**src/rtl/serial_arith_pkg.sv**
```systemverilog
// Shared definitions for the digit-serial arithmetic blocks: FSM encoding,
// default operand geometry and a constant-safe clog2 helper.
package serial_arith_pkg;

  localparam int unsigned DEFAULT_WIDTH = 16;
  localparam int unsigned DEFAULT_DIGIT = 1;

  typedef enum logic [1:0] {
    ST_IDLE = 2'd0,
    ST_RUN  = 2'd1,
    ST_DONE = 2'd2
  } serial_state_e;

  // Ceiling log2; returns 0 for values of 0 or 1.
  function automatic int unsigned clog2(input int unsigned value);
    int unsigned result;
    result = 0;
    while ((64'd1 << result) < 64'(value)) begin
      result = result + 1;
    end
    return result;
  endfunction

endpackage

```
**src/rtl/fsub_digit.sv**
```systemverilog
// Combinational DIGIT-bit borrow-ripple subtractor: o_diff = i_x - i_y - i_bin,
// built from a chain of full-subtractor cells.
module fsub_digit #(
  parameter int unsigned DIGIT = 1
) (
  input  logic [DIGIT-1:0] i_x,
  input  logic [DIGIT-1:0] i_y,
  input  logic             i_bin,
  output logic [DIGIT-1:0] o_diff,
  output logic             o_bout
);

  always_comb begin
    logic w_b;
    w_b    = i_bin;
    o_diff = '0;
    for (int i = 0; i < int'(DIGIT); i++) begin
      o_diff[i] = i_x[i] ^ i_y[i] ^ w_b;
      // Borrow when y exceeds x, or they tie and a borrow is already pending.
      w_b       = (~i_x[i] & i_y[i]) | (~(i_x[i] ^ i_y[i]) & w_b);
    end
    o_bout = w_b;
  end

endmodule

```
**src/rtl/serial_subtractor_16bit.sv**
```systemverilog
// Digit-serial subtractor p = a - d - borrowin, WIDTH/DIGIT clocks per result.
// Optional signed-overflow output ovf enabled by defining SUB_OVERFLOW_FLAG_EN.
module serial_subtractor_16bit
  import serial_arith_pkg::*;
#(
  parameter int unsigned WIDTH = DEFAULT_WIDTH,
  parameter int unsigned DIGIT = DEFAULT_DIGIT
) (
  input  logic             clk,
  input  logic             rst_n,
  input  logic             start,
  input  logic             borrowin,
  input  logic [WIDTH-1:0] a,
  input  logic [WIDTH-1:0] d,
  output logic             busy,
  output logic             done,
  output logic [WIDTH-1:0] p,
  output logic             borrowout
`ifdef SUB_OVERFLOW_FLAG_EN
  ,
  output logic             ovf
`endif
);

  localparam int unsigned NDIG  = WIDTH / DIGIT;
  localparam int unsigned CNT_W = (clog2(NDIG) > 0) ? clog2(NDIG) : 1;
  localparam logic [CNT_W-1:0] LAST_CNT = CNT_W'(NDIG - 1);

  if ((DIGIT == 0) || ((WIDTH % DIGIT) != 0)) begin : g_bad_digit
    $error("serial_subtractor_16bit: DIGIT must divide WIDTH exactly");
  end

  serial_state_e    r_state;
  serial_state_e    w_state_next;
  logic             w_accept;
  logic             w_last;

  logic [WIDTH-1:0] r_a;
  logic [WIDTH-1:0] r_d;
  logic [WIDTH-1:0] r_res;
  logic             r_bor;
  logic [CNT_W-1:0] r_cnt;
  logic [WIDTH-1:0] r_p;
  logic             r_bout;

  logic [DIGIT-1:0] w_diff;
  logic             w_bout;
  logic [WIDTH-1:0] w_res_next;

  fsub_digit #(
    .DIGIT (DIGIT)
  ) u_fsub_digit (
    .i_x    (r_a[DIGIT-1:0]),
    .i_y    (r_d[DIGIT-1:0]),
    .i_bin  (r_bor),
    .o_diff (w_diff),
    .o_bout (w_bout)
  );

  // New digits enter at the MSB end so the last digit lands the result in place.
  assign w_res_next = (r_res >> DIGIT) | (WIDTH'(w_diff) << (WIDTH - DIGIT));

  always_ff @(posedge clk or negedge rst_n) begin
    if (!rst_n) begin
      r_state <= ST_IDLE;
    end else begin
      r_state <= w_state_next;
    end
  end

  always_comb begin
    w_state_next = r_state;
    w_accept     = 1'b0;
    w_last       = 1'b0;
    unique case (r_state)
      ST_IDLE: begin
        if (start) begin
          w_accept     = 1'b1;
          w_state_next = ST_RUN;
        end
      end
      ST_RUN: begin
        if (r_cnt == LAST_CNT) begin
          w_last       = 1'b1;
          w_state_next = ST_DONE;
        end
      end
      ST_DONE: begin
        if (start) begin
          w_accept     = 1'b1;
          w_state_next = ST_RUN;
        end else begin
          w_state_next = ST_IDLE;
        end
      end
      default: w_state_next = ST_IDLE;
    endcase
  end

  always_ff @(posedge clk or negedge rst_n) begin
    if (!rst_n) begin
      r_a    <= '0;
      r_d    <= '0;
      r_res  <= '0;
      r_bor  <= 1'b0;
      r_cnt  <= '0;
      r_p    <= '0;
      r_bout <= 1'b0;
    end else if (w_accept) begin
      r_a   <= a;
      r_d   <= d;
      r_bor <= borrowin;
      r_cnt <= '0;
    end else if (r_state == ST_RUN) begin
      r_a   <= r_a >> DIGIT;
      r_d   <= r_d >> DIGIT;
      r_res <= w_res_next;
      r_bor <= w_bout;
      r_cnt <= r_cnt + CNT_W'(1);
      if (w_last) begin
        r_p    <= w_res_next;
        r_bout <= w_bout;
      end
    end
  end

`ifdef SUB_OVERFLOW_FLAG_EN
  // Operand sign bits are shifted out during RUN, so keep them from the accept cycle.
  logic r_a_msb;
  logic r_d_msb;
  logic r_ovf;

  always_ff @(posedge clk or negedge rst_n) begin
    if (!rst_n) begin
      r_a_msb <= 1'b0;
      r_d_msb <= 1'b0;
      r_ovf   <= 1'b0;
    end else if (w_accept) begin
      r_a_msb <= a[WIDTH-1];
      r_d_msb <= d[WIDTH-1];
    end else if (w_last) begin
      r_ovf <= (r_a_msb != r_d_msb) && (w_res_next[WIDTH-1] != r_a_msb);
    end
  end

  assign ovf = r_ovf;
`endif

  assign busy      = (r_state == ST_RUN);
  assign done      = (r_state == ST_DONE);
  assign p         = r_p;
  assign borrowout = r_bout;

endmodule

```
**config.mk**
```make
export PLATFORM = sky130hd
export DESIGN_NAME = serial_subtractor_16bit
export DESIGN_NICKNAME = d
export VERILOG_FILES = /design/src/rtl/serial_arith_pkg.sv /design/src/rtl/fsub_digit.sv /design/src/rtl/serial_subtractor_16bit.sv
export SDC_FILE = /design/constraint.sdc
export NUM_CORES = 1
export LEC_CHECK = 0
export BUFFER_PORTS_ARGS = -buffer_cell sky130_fd_sc_hd__buf_2
export CAP_MARGIN = 40
export CORE_ASPECT_RATIO = 2
export CORE_MARGIN = 2
export CORE_UTILIZATION = 41
export CTS_CLUSTER_DIAMETER = 60
export DETAILED_ROUTE_END_ITERATION = 16
export GPL_TIMING_DRIVEN = 0
export PLACE_DENSITY = 0.69
export SLEW_MARGIN = 20
export SYNTH_ARGS = -nofsm -noshare
export SYNTH_HDL_FRONTEND = slang
export SYNTH_SLANG_ARGS = --single-unit
```
**constraint.sdc**
```tcl
create_clock -name clk -period 1.6 [get_ports clk]
set_clock_uncertainty 0.05 [all_clocks]
set_input_delay 0.16 -clock clk [delete_from_list [all_inputs] [get_ports clk]]
set_output_delay 0.16 -clock clk [all_outputs]
set_load 0.02 [all_outputs]
```
==> flow_summary.ini <==
[logic_synthesis]
synth_simple_gate_area_share = 0.1978
muxShareOfSynthArea = 0.08109
yosys_register_bits = 71
synth_top_family_by_area = simple AND/OR/NAND/NOR gates
synth_edf_count = 0
synth.distinct_cells = 28
synth-async-reset-ratio = 1.000
synth-compound-area-share = 0.07902
synthFlopType = dfrtp_1
syn_nets = 338
yosys_warnings = 0
syn_avg_cell_area_um2 = 10.08
synth-xor-area-share = 0
syn_area_um2 = 3024
synthCells = 300
yosysSeqAreaShare = 0.5875
synth_fa_ha_area_frac = 0.01076

[routing]
drc = 0
viasPerCell = 4.906
dr_total_vias = 2306
ant_nets = 0
wire_per_inst_um = 13.59
drt_iter0_drc = 148
dr.pass1.iters = 4
wl_um = 6385

[finish]
diodes = 0
fin_util = 0.5291
nets = 411
layout.cells.non_filler = 470
drive_gt1_frac = 0.2963
area_growth_pct = 26.19

[worst_hold_path]
min_from = a[15]
hold_path_end = r_a[15]
hp-class = in2reg
holdPathStages = 2

[global_route]
grt_max_degree = 58
antenna_found_initial = 0
grt_pass1_vias = 2362
grt_pass1_wl_um = 11070
globalRoute.totalOverflow = 0
grt_use_total = 0.1776

[die]
die-width_um = 64.73
die_y_um = 125.5
core_um2 = 7212
die-area_um2 = 8121
io_pins = 55
initial_core_util = 0.4193
fp-row-count = 44

[sta]
hold_violations = 0
slew_headroom = 0.6699
setup_viol = 0
period_needed_ps = 1531
rsz0062_at_grt = no
finalCritPeriodShare = 0.9570
drv_slew = 0
max_freq_ghz = 0.6531
tns_ps = 0
hold_ws_ps = 27.59
tightest_slew_ps = 494.2

[critical_path]
slowest_stage = dfrtp_1
r2r_start = r_cnt[0]
critPathLaunchType = flop
r2r_cells = 5
cp.arrival_ps = 1320
path_class = reg2out
rrSetupSlack_ps = 70
required_ps = 1390
cp-end-kind = output pin
reg2reg_to = p[11]
crit_fanout = 8
critical_path.cell_chain = nand2b_1 -> buf_6 -> inv_6 -> buf_8 -> buf_4
cp_slowest_stage_delay_ps = 370

[power]
power.density_nw_per_um2 = 2021
vdd_drop_max_uv = 950.9
p_leak_nw = 1.927

[placed_design]
gp_congestion = 0.7420
dp.cells = 447
hpwl_um = 4527
port_buffers = 54

[clock_tree]
cts-root-buf = clkbuf_16
clkSlewWorstSetupHoldPaths_ps = 50
clk_latency_ps = 330
cts_tree = done
cts_buffer_depth = 2
cts_num_sinks = 71
h-tree-depth = 3
cts-buffers-inserted = 9

[job]
cap_violations = 0

[outcome]
outcome = finished, final reports clean
==> registers in the layout (all words and copies together), names as in the netlist <==
register,flops
borrowout,1
r_state,2
p,16
r_a,16
r_cnt,4
r_res,15
r_bor,1
r_d,16
==> layer usage <==
layer	up-vias	global-route usage	wire length (um)
li1	1136	-	-
met1	1115	0.2063	2574
met2	48	0.3008	3433
met3	7	0.04676	259
met4	0	0.07885	117
met5	-	0	0
==> critical path, delay by kind of cell (launching register included) <==
kind / cells / cell delay (ps)
buf+inv: 4 / 460
flops: 1 / 370
simple gates: 1 / 150
==> cell families (layout without fill, tap and decap cells) <==
family / after synthesis / in the layout
compound gates: 37 / 37
fa+ha+maj: 2 / 2
buf+inv: 22 / 100
flops: 71 / 71
mux: 19 / 19
simple gates: 149 / 149
==> power breakdown <==
part | leakage, nW | internal (mW) | total, mW | switching [mW]
logic | 0.897 | 1.21 | 2.77 | 1.56
registers | 0.887 | 2.63 | 3.11 | 0.485
clock network | 0.142 | 1.12 | 1.83 | 0.708
total | 1.93 | 4.96 | 7.71 | 2.75
==> stage by stage <==
step,setup WS [ps],instance area [um^2],power [mW]
4_1_cts,5.956,3804,7.786
5_1_grt,1.043,3816,8.292
6_report,68.75,3816,7.712
2_1_floorplan,116.7,3024,5.003
3_5_place_dp,-45.57,3440,5.812
3_3_place_gp,-54.09,3410,5.681
==> cell usage in the layout (no fill, tap or decap), types with 4 or more instances in the layout <==
master / netlist / routed
nand2_1: 109 / 109
dfrtp_1: 71 / 71
buf_2: 12 / 63
nor2_1: 30 / 30
a31oi_1: 28 / 28
mux2_4: 9 / 9
clkbuf_16: 0 / 9
mux2_2: 8 / 8
buf_4: 3 / 8
clkinv_2: 0 / 4
==> final cells by class <==
type,count,area (um^2)
buffer,19,131.4
timing repair buffer,62,375.4
multi-input combinational,207,1125
inverter,3,16.27
sequential,71,1777
clock buffer,12,256.5
fill,660,3396
clock inverter,4,20.02
tap,92,115.1
==> how the worst max path moves through the flow <==
stage                     from     end  slack [ps]
CTS                   r_cnt[0]   p[11]           6
floorplan             r_cnt[0]   p[10]         120
finish              r_state[1]    busy          70
detailed placement    r_cnt[0]   p[10]         -50
global placement         rst_n  r_d[5]         -50
global route        r_state[0]  r_a[1]           1
==> cell usage after synthesis, types with 3 or more instances <==
cell type	number	area [um^2]
buf_2	12	60.06
dfrtp_1	71	1777
mux2_2	8	90.09
buf_4	3	22.52
nand3_1	3	15.01
nor2_1	30	112.6
mux2_4	9	135.1
nand2_1	109	409.1
a31oi_1	28	175.2
==> repair_timing <==
action / 4_1_cts / 5_1_grt
setup buffers: 3 / 1
hold endpoints to repair: 73 / 0
pin swaps: 1 / 0
hold buffers: 3 / 0
endpoints found under the setup margin: 10 / 17
resized for setup: 6 / 2
(Power assumes the default switching activity.)
